`src/rtl/imem_arbiter_if.sv`:
```
// rtl/imem_arbiter_if.sv - requester and memory bus bundle for the instruction memory arbiter
//
// Purpose: groups the fetch port, loader port and memory-side lines of imem_arbiter.
// Ports:   none (bundle only); parameters CPU_WIDTH, ADDR_WIDTH size the buses.
// Modports:
//   slave  - the arbiter: takes requests and mem_rdata, drives readies, responses, mem_*.
//   master - the environment: requesters plus the memory.
interface imem_arbiter_if #(
   parameter int CPU_WIDTH  = 32,
   parameter int ADDR_WIDTH = 10
);
   // fetch port
   logic                  f_req_valid;
   logic                  f_req_ready;
   logic [CPU_WIDTH-1:0]  f_addr;
   logic                  f_rsp_valid;
   logic [CPU_WIDTH-1:0]  f_rsp_inst;
   logic                  f_rsp_err;
   // loader / debug port
   logic                  l_req_valid;
   logic                  l_req_ready;
   logic                  l_we;
   logic [CPU_WIDTH-1:0]  l_addr;
   logic [CPU_WIDTH-1:0]  l_wdata;
   logic                  l_lock;
   logic                  l_rsp_valid;
   logic [CPU_WIDTH-1:0]  l_rsp_data;
   logic                  l_rsp_err;
   // memory side
   logic [ADDR_WIDTH-1:0] mem_addr;
   logic                  mem_we;
   logic [CPU_WIDTH-1:0]  mem_wdata;
   logic [CPU_WIDTH-1:0]  mem_rdata;

   modport slave (
      input  f_req_valid, f_addr,
      output f_req_ready, f_rsp_valid, f_rsp_inst, f_rsp_err,
      input  l_req_valid, l_we, l_addr, l_wdata, l_lock,
      output l_req_ready, l_rsp_valid, l_rsp_data, l_rsp_err,
      output mem_addr, mem_we, mem_wdata,
      input  mem_rdata
   );

   modport master (
      output f_req_valid, f_addr,
      input  f_req_ready, f_rsp_valid, f_rsp_inst, f_rsp_err,
      output l_req_valid, l_we, l_addr, l_wdata, l_lock,
      input  l_req_ready, l_rsp_valid, l_rsp_data, l_rsp_err,
      input  mem_addr, mem_we, mem_wdata,
      output mem_rdata
   );
endinterface

```
`src/rtl/imem_arbiter.sv`:
```
// rtl/imem_arbiter.sv - single-port instruction memory arbiter for fetch and loader
//
// Purpose: grants one word access per cycle to either the core fetch stage or the
//          program loader, drives the memory lines combinationally and registers
//          the response one cycle after grant. Fetch has priority; the loader is
//          forced ahead after STARVE_LIMIT denied cycles; l_lock shuts fetch out.
// Ports:
//   clk   - clock, all state on rising edge
//   rstn  - asynchronous active-low reset
//   bus   - imem_arbiter_if.slave: fetch req/rsp, loader req/rsp, mem_addr/we/wdata/rdata
module imem_arbiter #(
   parameter int CPU_WIDTH    = 32,
   parameter int ADDR_WIDTH   = 10,
   parameter int STARVE_LIMIT = 4
) (
   input logic          clk,
   input logic          rstn,
   imem_arbiter_if.slave bus
);
   localparam logic [3:0] LIMIT = 4'(STARVE_LIMIT);

   logic [3:0]           starve_cnt;
   logic                 gnt_f;
   logic                 gnt_l;
   logic [CPU_WIDTH-1:0] sel_addr;
   logic                 addr_err;

   // Arbitration: lock excludes fetch entirely; otherwise fetch wins a tie
   // unless the loader has been denied for STARVE_LIMIT cycles in a row.
   always_comb begin
      gnt_f = 1'b0;
      gnt_l = 1'b0;
      if (bus.l_lock) begin
         gnt_l = bus.l_req_valid;
      end else if (bus.f_req_valid && bus.l_req_valid) begin
         gnt_l = (starve_cnt == LIMIT);
         gnt_f = !gnt_l;
      end else begin
         gnt_f = bus.f_req_valid;
         gnt_l = bus.l_req_valid;
      end
   end

   assign bus.f_req_ready = gnt_f;
   assign bus.l_req_ready = gnt_l;

   // Error covers misalignment and any address bit above the memory's word range.
   always_comb begin
      sel_addr = gnt_l ? bus.l_addr : bus.f_addr;
      addr_err = (sel_addr[1:0] != 2'b00) ||
                 (sel_addr[CPU_WIDTH-1:ADDR_WIDTH+2] != '0);
   end

   always_comb begin
      bus.mem_addr  = '0;
      bus.mem_we    = 1'b0;
      bus.mem_wdata = bus.l_wdata;
      if (gnt_f || gnt_l) begin
         bus.mem_addr = sel_addr[ADDR_WIDTH+1:2];
      end
      bus.mem_we = gnt_l && bus.l_we && !addr_err;
   end

   // Responses cannot stall: each grant produces exactly one pulse next cycle.
   always_ff @(posedge clk or negedge rstn) begin
      if (!rstn) begin
         bus.f_rsp_valid <= 1'b0;
         bus.f_rsp_inst  <= '0;
         bus.f_rsp_err   <= 1'b0;
         bus.l_rsp_valid <= 1'b0;
         bus.l_rsp_data  <= '0;
         bus.l_rsp_err   <= 1'b0;
      end else begin
         bus.f_rsp_valid <= gnt_f;
         bus.f_rsp_inst  <= (gnt_f && !addr_err) ? bus.mem_rdata : '0;
         bus.f_rsp_err   <= gnt_f && addr_err;
         bus.l_rsp_valid <= gnt_l;
         bus.l_rsp_data  <= (gnt_l && !addr_err && !bus.l_we) ? bus.mem_rdata : '0;
         bus.l_rsp_err   <= gnt_l && addr_err;
      end
   end

   // Counts consecutive denied loader cycles; saturates so the forced grant
   // condition stays true until the loader is actually served.
   always_ff @(posedge clk or negedge rstn) begin
      if (!rstn) begin
         starve_cnt <= 4'd0;
      end else if (bus.l_req_valid && !gnt_l) begin
         if (starve_cnt != LIMIT) begin
            starve_cnt <= starve_cnt + 4'd1;
         end
      end else begin
         starve_cnt <= 4'd0;
      end
   end
endmodule

```
`src/flat_wrapper.sv`:
```
// flat-port wrapper written by rule: the top's interface ports become plain ports
module imem_arbiter_flat 
#(
   parameter int CPU_WIDTH    = 32,
   parameter int ADDR_WIDTH   = 10,
   parameter int STARVE_LIMIT = 4
)
  (clk, rstn, bus_f_req_valid, bus_f_addr, bus_f_req_ready, bus_f_rsp_valid, bus_f_rsp_inst, bus_f_rsp_err, bus_l_req_valid, bus_l_we, bus_l_addr, bus_l_wdata, bus_l_lock, bus_l_req_ready, bus_l_rsp_valid, bus_l_rsp_data, bus_l_rsp_err, bus_mem_addr, bus_mem_we, bus_mem_wdata, bus_mem_rdata);
  imem_arbiter_if #(.CPU_WIDTH(CPU_WIDTH), .ADDR_WIDTH(ADDR_WIDTH)) bus_i ();
  input logic clk;
  input logic rstn;
  input wire logic [$bits(bus_i.f_req_valid)-1:0] bus_f_req_valid;
  input wire logic [$bits(bus_i.f_addr)-1:0] bus_f_addr;
  output wire logic [$bits(bus_i.f_req_ready)-1:0] bus_f_req_ready;
  output wire logic [$bits(bus_i.f_rsp_valid)-1:0] bus_f_rsp_valid;
  output wire logic [$bits(bus_i.f_rsp_inst)-1:0] bus_f_rsp_inst;
  output wire logic [$bits(bus_i.f_rsp_err)-1:0] bus_f_rsp_err;
  input wire logic [$bits(bus_i.l_req_valid)-1:0] bus_l_req_valid;
  input wire logic [$bits(bus_i.l_we)-1:0] bus_l_we;
  input wire logic [$bits(bus_i.l_addr)-1:0] bus_l_addr;
  input wire logic [$bits(bus_i.l_wdata)-1:0] bus_l_wdata;
  input wire logic [$bits(bus_i.l_lock)-1:0] bus_l_lock;
  output wire logic [$bits(bus_i.l_req_ready)-1:0] bus_l_req_ready;
  output wire logic [$bits(bus_i.l_rsp_valid)-1:0] bus_l_rsp_valid;
  output wire logic [$bits(bus_i.l_rsp_data)-1:0] bus_l_rsp_data;
  output wire logic [$bits(bus_i.l_rsp_err)-1:0] bus_l_rsp_err;
  output wire logic [$bits(bus_i.mem_addr)-1:0] bus_mem_addr;
  output wire logic [$bits(bus_i.mem_we)-1:0] bus_mem_we;
  output wire logic [$bits(bus_i.mem_wdata)-1:0] bus_mem_wdata;
  input wire logic [$bits(bus_i.mem_rdata)-1:0] bus_mem_rdata;
  assign bus_i.f_req_valid = bus_f_req_valid;
  assign bus_i.f_addr = bus_f_addr;
  assign bus_f_req_ready = bus_i.f_req_ready;
  assign bus_f_rsp_valid = bus_i.f_rsp_valid;
  assign bus_f_rsp_inst = bus_i.f_rsp_inst;
  assign bus_f_rsp_err = bus_i.f_rsp_err;
  assign bus_i.l_req_valid = bus_l_req_valid;
  assign bus_i.l_we = bus_l_we;
  assign bus_i.l_addr = bus_l_addr;
  assign bus_i.l_wdata = bus_l_wdata;
  assign bus_i.l_lock = bus_l_lock;
  assign bus_l_req_ready = bus_i.l_req_ready;
  assign bus_l_rsp_valid = bus_i.l_rsp_valid;
  assign bus_l_rsp_data = bus_i.l_rsp_data;
  assign bus_l_rsp_err = bus_i.l_rsp_err;
  assign bus_mem_addr = bus_i.mem_addr;
  assign bus_mem_we = bus_i.mem_we;
  assign bus_mem_wdata = bus_i.mem_wdata;
  assign bus_i.mem_rdata = bus_mem_rdata;
  imem_arbiter #(.CPU_WIDTH(CPU_WIDTH), .ADDR_WIDTH(ADDR_WIDTH), .STARVE_LIMIT(STARVE_LIMIT)) u_core (.clk(clk), .rstn(rstn), .bus(bus_i));
endmodule
```
`config.mk`:
```
export PLATFORM = sky130hd
export DESIGN_NAME = imem_arbiter_flat
export DESIGN_NICKNAME = d
export VERILOG_FILES = /design/src/rtl/imem_arbiter_if.sv /design/src/rtl/imem_arbiter.sv /design/src/flat_wrapper.sv
export SDC_FILE = /design/constraint.sdc
export NUM_CORES = 1
export LEC_CHECK = 0
export BUFFER_PORTS_ARGS = -buffer_cell sky130_fd_sc_hd__buf_2
export CORE_ASPECT_RATIO = 0.5
export CORE_MARGIN = 2
export CORE_UTILIZATION = 40
export CTS_BUF_LIST = sky130_fd_sc_hd__clkbuf_4 sky130_fd_sc_hd__clkbuf_8
export CTS_CLUSTER_DIAMETER = 30
export DETAILED_ROUTE_END_ITERATION = 12
export GPL_TIMING_DRIVEN = 0
export PLACE_DENSITY_LB_ADDON = 0.08
export SETUP_SLACK_MARGIN = 0.4
export SLEW_MARGIN = 30
export SYNTH_ARGS = -nofsm -noshare
export SYNTH_HDL_FRONTEND = slang
export SYNTH_SLANG_ARGS = --single-unit
```
`constraint.sdc`:
```
create_clock -name clk -period 2.35 [get_ports clk]
set_input_delay 0.3525 -clock clk [delete_from_list [all_inputs] [get_ports clk]]
set_output_delay 0.3525 -clock clk [all_outputs]
set_load 0.03 [all_outputs]
```
==> results by group <==
Global routing
  – Initial antenna violation count: 0
  – Vias in the first global route: around 2700
  – Met1 usage: 27.1%
  – Pin count of the biggest net entering global routing: 40
  – All-Layer GR Usage: 21.3%
  – Grt ovf: 0
  – Busiest metal layer after global routing: met2
  – First-pass GRT wire length: 13800 um
  – Met3 Resource Use GR: 5.83%
  – Met2 Resource Use GR: 36.3%

STA
  – Final Cycle Share: 101%
  – Hold slack final: 229 ps
  – FMAX: 423 MHz
  – Final min period: 2360 ps
  – Final count of negative-setup-slack endpoints: 2
  – Pins Over Slew Limit: 0
  – Layout Skew: 6.36 ps
  – Worst slew pin tran: 948 ps
  – Final hold violations: 0
  – Relative slew slack: between 30% and 40%
  – Setup ws final: -13.0 ps
  – Setup_tns: -17.8 ps
  – Unrepaired setup endpoints after global routing: true

Setup path
  – WP data required: approximately 2000 ps
  – Setup CP Type: reg2out
  – Worst setup path startpoint: u_core.starve_cnt[0]
  – FF-to-FF Start: u_core.starve_cnt[0]
  – R2R depth: 9
  – Critical Path AT: 2010 ps
  – Startpoint types: register
  – Worst R2R Setup Slack: 310 ps
  – RR Endpoint: u_core.bus.l_rsp_data[25]
  – CP max FO: 6
  – Crit path capture type: output port

Die
  – Ports: 247
  – Die height: 66.2 um
  – Rows: 22
  – Initial Util: between 40% and 50%
  – Core ar.: 7400 sq um
  – Die area: 8500 sq um
  – Die Wd: 128 um

Yosys
  – FF+latch count, synth: 72
  – Seq/Total Area, Yosys: 58.2%
  – Avg Inst Size Synth: 10.8 sq um
  – Post-Syn Area: approximately 3100 sq um
  – Leading cell types by count after synthesis: 72 x dfrtp_1, 54 x nand2_1, 32 x and2_1, 32 x buf_4, 30 x a21oi_2
  – Mapped Cells: 287
  – Synth warn: 0
  – Ys flop type: dfrtp_1
  – Synth area leaders: dfrtp_1 58%, a21oi_2 8.5%, buf_4 7.8%, nand2_1 6.5%, and2_1 6.5%
  – Post-synth EDFFs: 0
  – Syn Nets: about 420
  – Ys async rst share: 100%
  – Distinct cells, synth: 26
  – Top cell type's share of synthesized area: between 50% and 60%
  – Top-count cell post-synth: dfrtp_1
  – Area leader, netlist: dfrtp_1

Power
  – Cell area power density: 568 nW/um^2
  – Comb power frac: 16.4%
  – P_int: around 2.2 mW
  – Reg power frac: approximately 43%
  – Leak: 2.79 nW
  – Clock Power Share: 40.8%
  – NetSw: between 0.7 and 0.8 mW
  – Net Sw Frac: 25.3%
  – Peak VDD IR: 0.000361 V

Placed design
  – RD Place Congestion: 0.903
  – Post-DP HPWL: ~6700 um
  – I/O Buffers: 214
  – Post-place setup slack: between 60 and 70 ps

Cells and area
  – Fin nets: 664
  – Layout cells sized above 1: approximately 67%
  – Fill cells: just under 600
  – Register area: 1800 sq um
  – Multi-input gate area: 1220 sq um
  – ANT cells: 0
  – Layout area overhead: 65.4%

Clocking
  – Longest Clk Path Bufs: 2
  – Clk slew on worst S/H paths: 80 ps
  – Num CTS Buffers: 9
  – CTS sink count: just over 70
  – CTS tree: done
  – Clk Latency, worst-skew pair: 340 ps
  – Clock root cell: clkbuf_8
  – H-tree lvl count: 3

Drt
  – Final wirelength: 9080 um
  – Vias per cell: 4.47
  – Via count: 2814
  – 1st-pass router iterations: 4
  – DRT iter0 DRCs: 86
  – Remaining antenna violation count: 0
  – Post-route DRC: 0
  – WL per Instance: approximately 14 um

Flow run
  – Max_cap viols: 0

Min path
  – End of the worst hold path: u_core.bus.l_rsp_data[17]
  – Hold path start: bus_mem_rdata[17]
  – Hold path depth: 2
  – Hold crit path type: in2reg

Run status
  – Violated checks: setup timing
  – Status: complete, but fails checks
-- cells in the final DEF (no fill, tap or decap), types with 2 or more instances in the layout --
| cell | count |
|---|---|
| and3_1 | 2 |
| nand2_1 | 36 |
| bufinv_16 | 3 |
| buf_6 | 16 |
| a21oi_2 | 29 |
| nand2_2 | 10 |
| buf_12 | 3 |
| buf_8 | 3 |
| clkbuf_8 | 12 |
| a21oi_1 | 3 |
| a21oi_4 | 10 |
| nand2_8 | 3 |
| nand2_4 | 5 |
| and2_1 | 32 |
| buf_4 | 46 |
| clkbuf_1 | 2 |
| inv_1 | 2 |
| nor4_1 | 10 |
| nand4_1 | 2 |
| nor2_1 | 8 |
| buf_2 | 202 |
| nand3_1 | 2 |
| dfrtp_1 | 72 |
-- logic make-up (layout without fill, tap and decap cells) --
logic type | Yosys count | after routing | share of synthesized area [%]
XOR/XNOR | 2 | 2 | 0.566
flip-flops | 72 | 72 | 58.2
buffers and inverters | 50 | 296 | 10.7
AO/OA/AOI/OAI | 43 | 43 | 10.7
AND/OR/NAND/NOR | 118 | 118 | 19.0
adder cells (fa/ha/maj) | 2 | 2 | 0.808
-- flip-flops by register name, indices dropped and copies added (netlist names) --
register	count
u_core.bus.f_rsp_err	1
u_core.bus.f_rsp_inst	32
u_core.bus.f_rsp_valid	1
u_core.bus.l_rsp_data	32
u_core.bus.l_rsp_err	1
u_core.bus.l_rsp_valid	1
u_core.starve_cnt	4
-- what timing repair did --
item                       CTS  global route
setup endpoints to repair   73            73
hold endpoints to repair    33             0
cloned                       2             1
resized for setup           68            37
buffers inserted             7             4
hold buffers                 1             0
pin swaps                   13             6
-- cell type report --
| class | instances | area share [%] |
|---|---|---|
| well taps | 96 | 2.35 |
| plain buffers | 47 | 8.26 |
| repair buffers | 230 | 25.4 |
| clock buffers | 10 | 2.57 |
| clock inverters | 6 | 2.25 |
| multi-input cells | 165 | 23.7 |
| inverters | 3 | 0.220 |
| flip-flops and latches | 72 | 35.2 |
-- per-stage QoR --
stage / utilization (%) / area (sq um) / total power [mW] / cells
floorplan: - / 3200 / 1.49 / 287
global placement: 59.2 / 4390 / 1.67 / 597
detailed placement: 59.5 / 4410 / 1.67 / 598
CTS: 67.2 / 4970 / 2.93 / 624
global route: 69.2 / 5120 / 3.03 / 629
finish: 69.2 / 5120 / 2.91 / 629
-- worst max path at each step --
stage                                 end  slack (ps)  cells past startpoint
after CTS                 bus_mem_addr[6]         -20                      9
after detailed placement  bus_f_req_ready          70                      6
after floorplan           bus_mem_addr[0]         430                      7
after global routing      bus_mem_addr[2]        -100                      9
after global placement    bus_f_req_ready          80                      6
final                     bus_mem_addr[2]         -10                      9
-- per-layer routing --
metal,part of all wire [%],vias up
li1,-,1378
met1,42,1309
met2,50,114
met3,6.8,13
met4,1.4,0
met5,0,-
-- critical path: stages, from the launching register on --
cell       delay [ps]
dfrtp_1           360
inv_1              50
ha_2              160
and3b_2           250
o21ai_4           230
inv_2             100
clkbuf_16         200
nand2_8            80
a21oi_4            50
buf_6             180
-- power by group through the flow --
stage | registers [mW] | logic [mW] | clock network, mW
finish | 1.24 | 0.478 | 1.19
global route | 1.24 | 0.512 | 1.28
CTS | 1.24 | 0.468 | 1.21
detailed placement | 1.27 | 0.403 | 0
global placement | 1.27 | 0.397 | 0
floorplan | 1.28 | 0.216 | 0
Note: power is estimated with default switching activity, not from simulation.
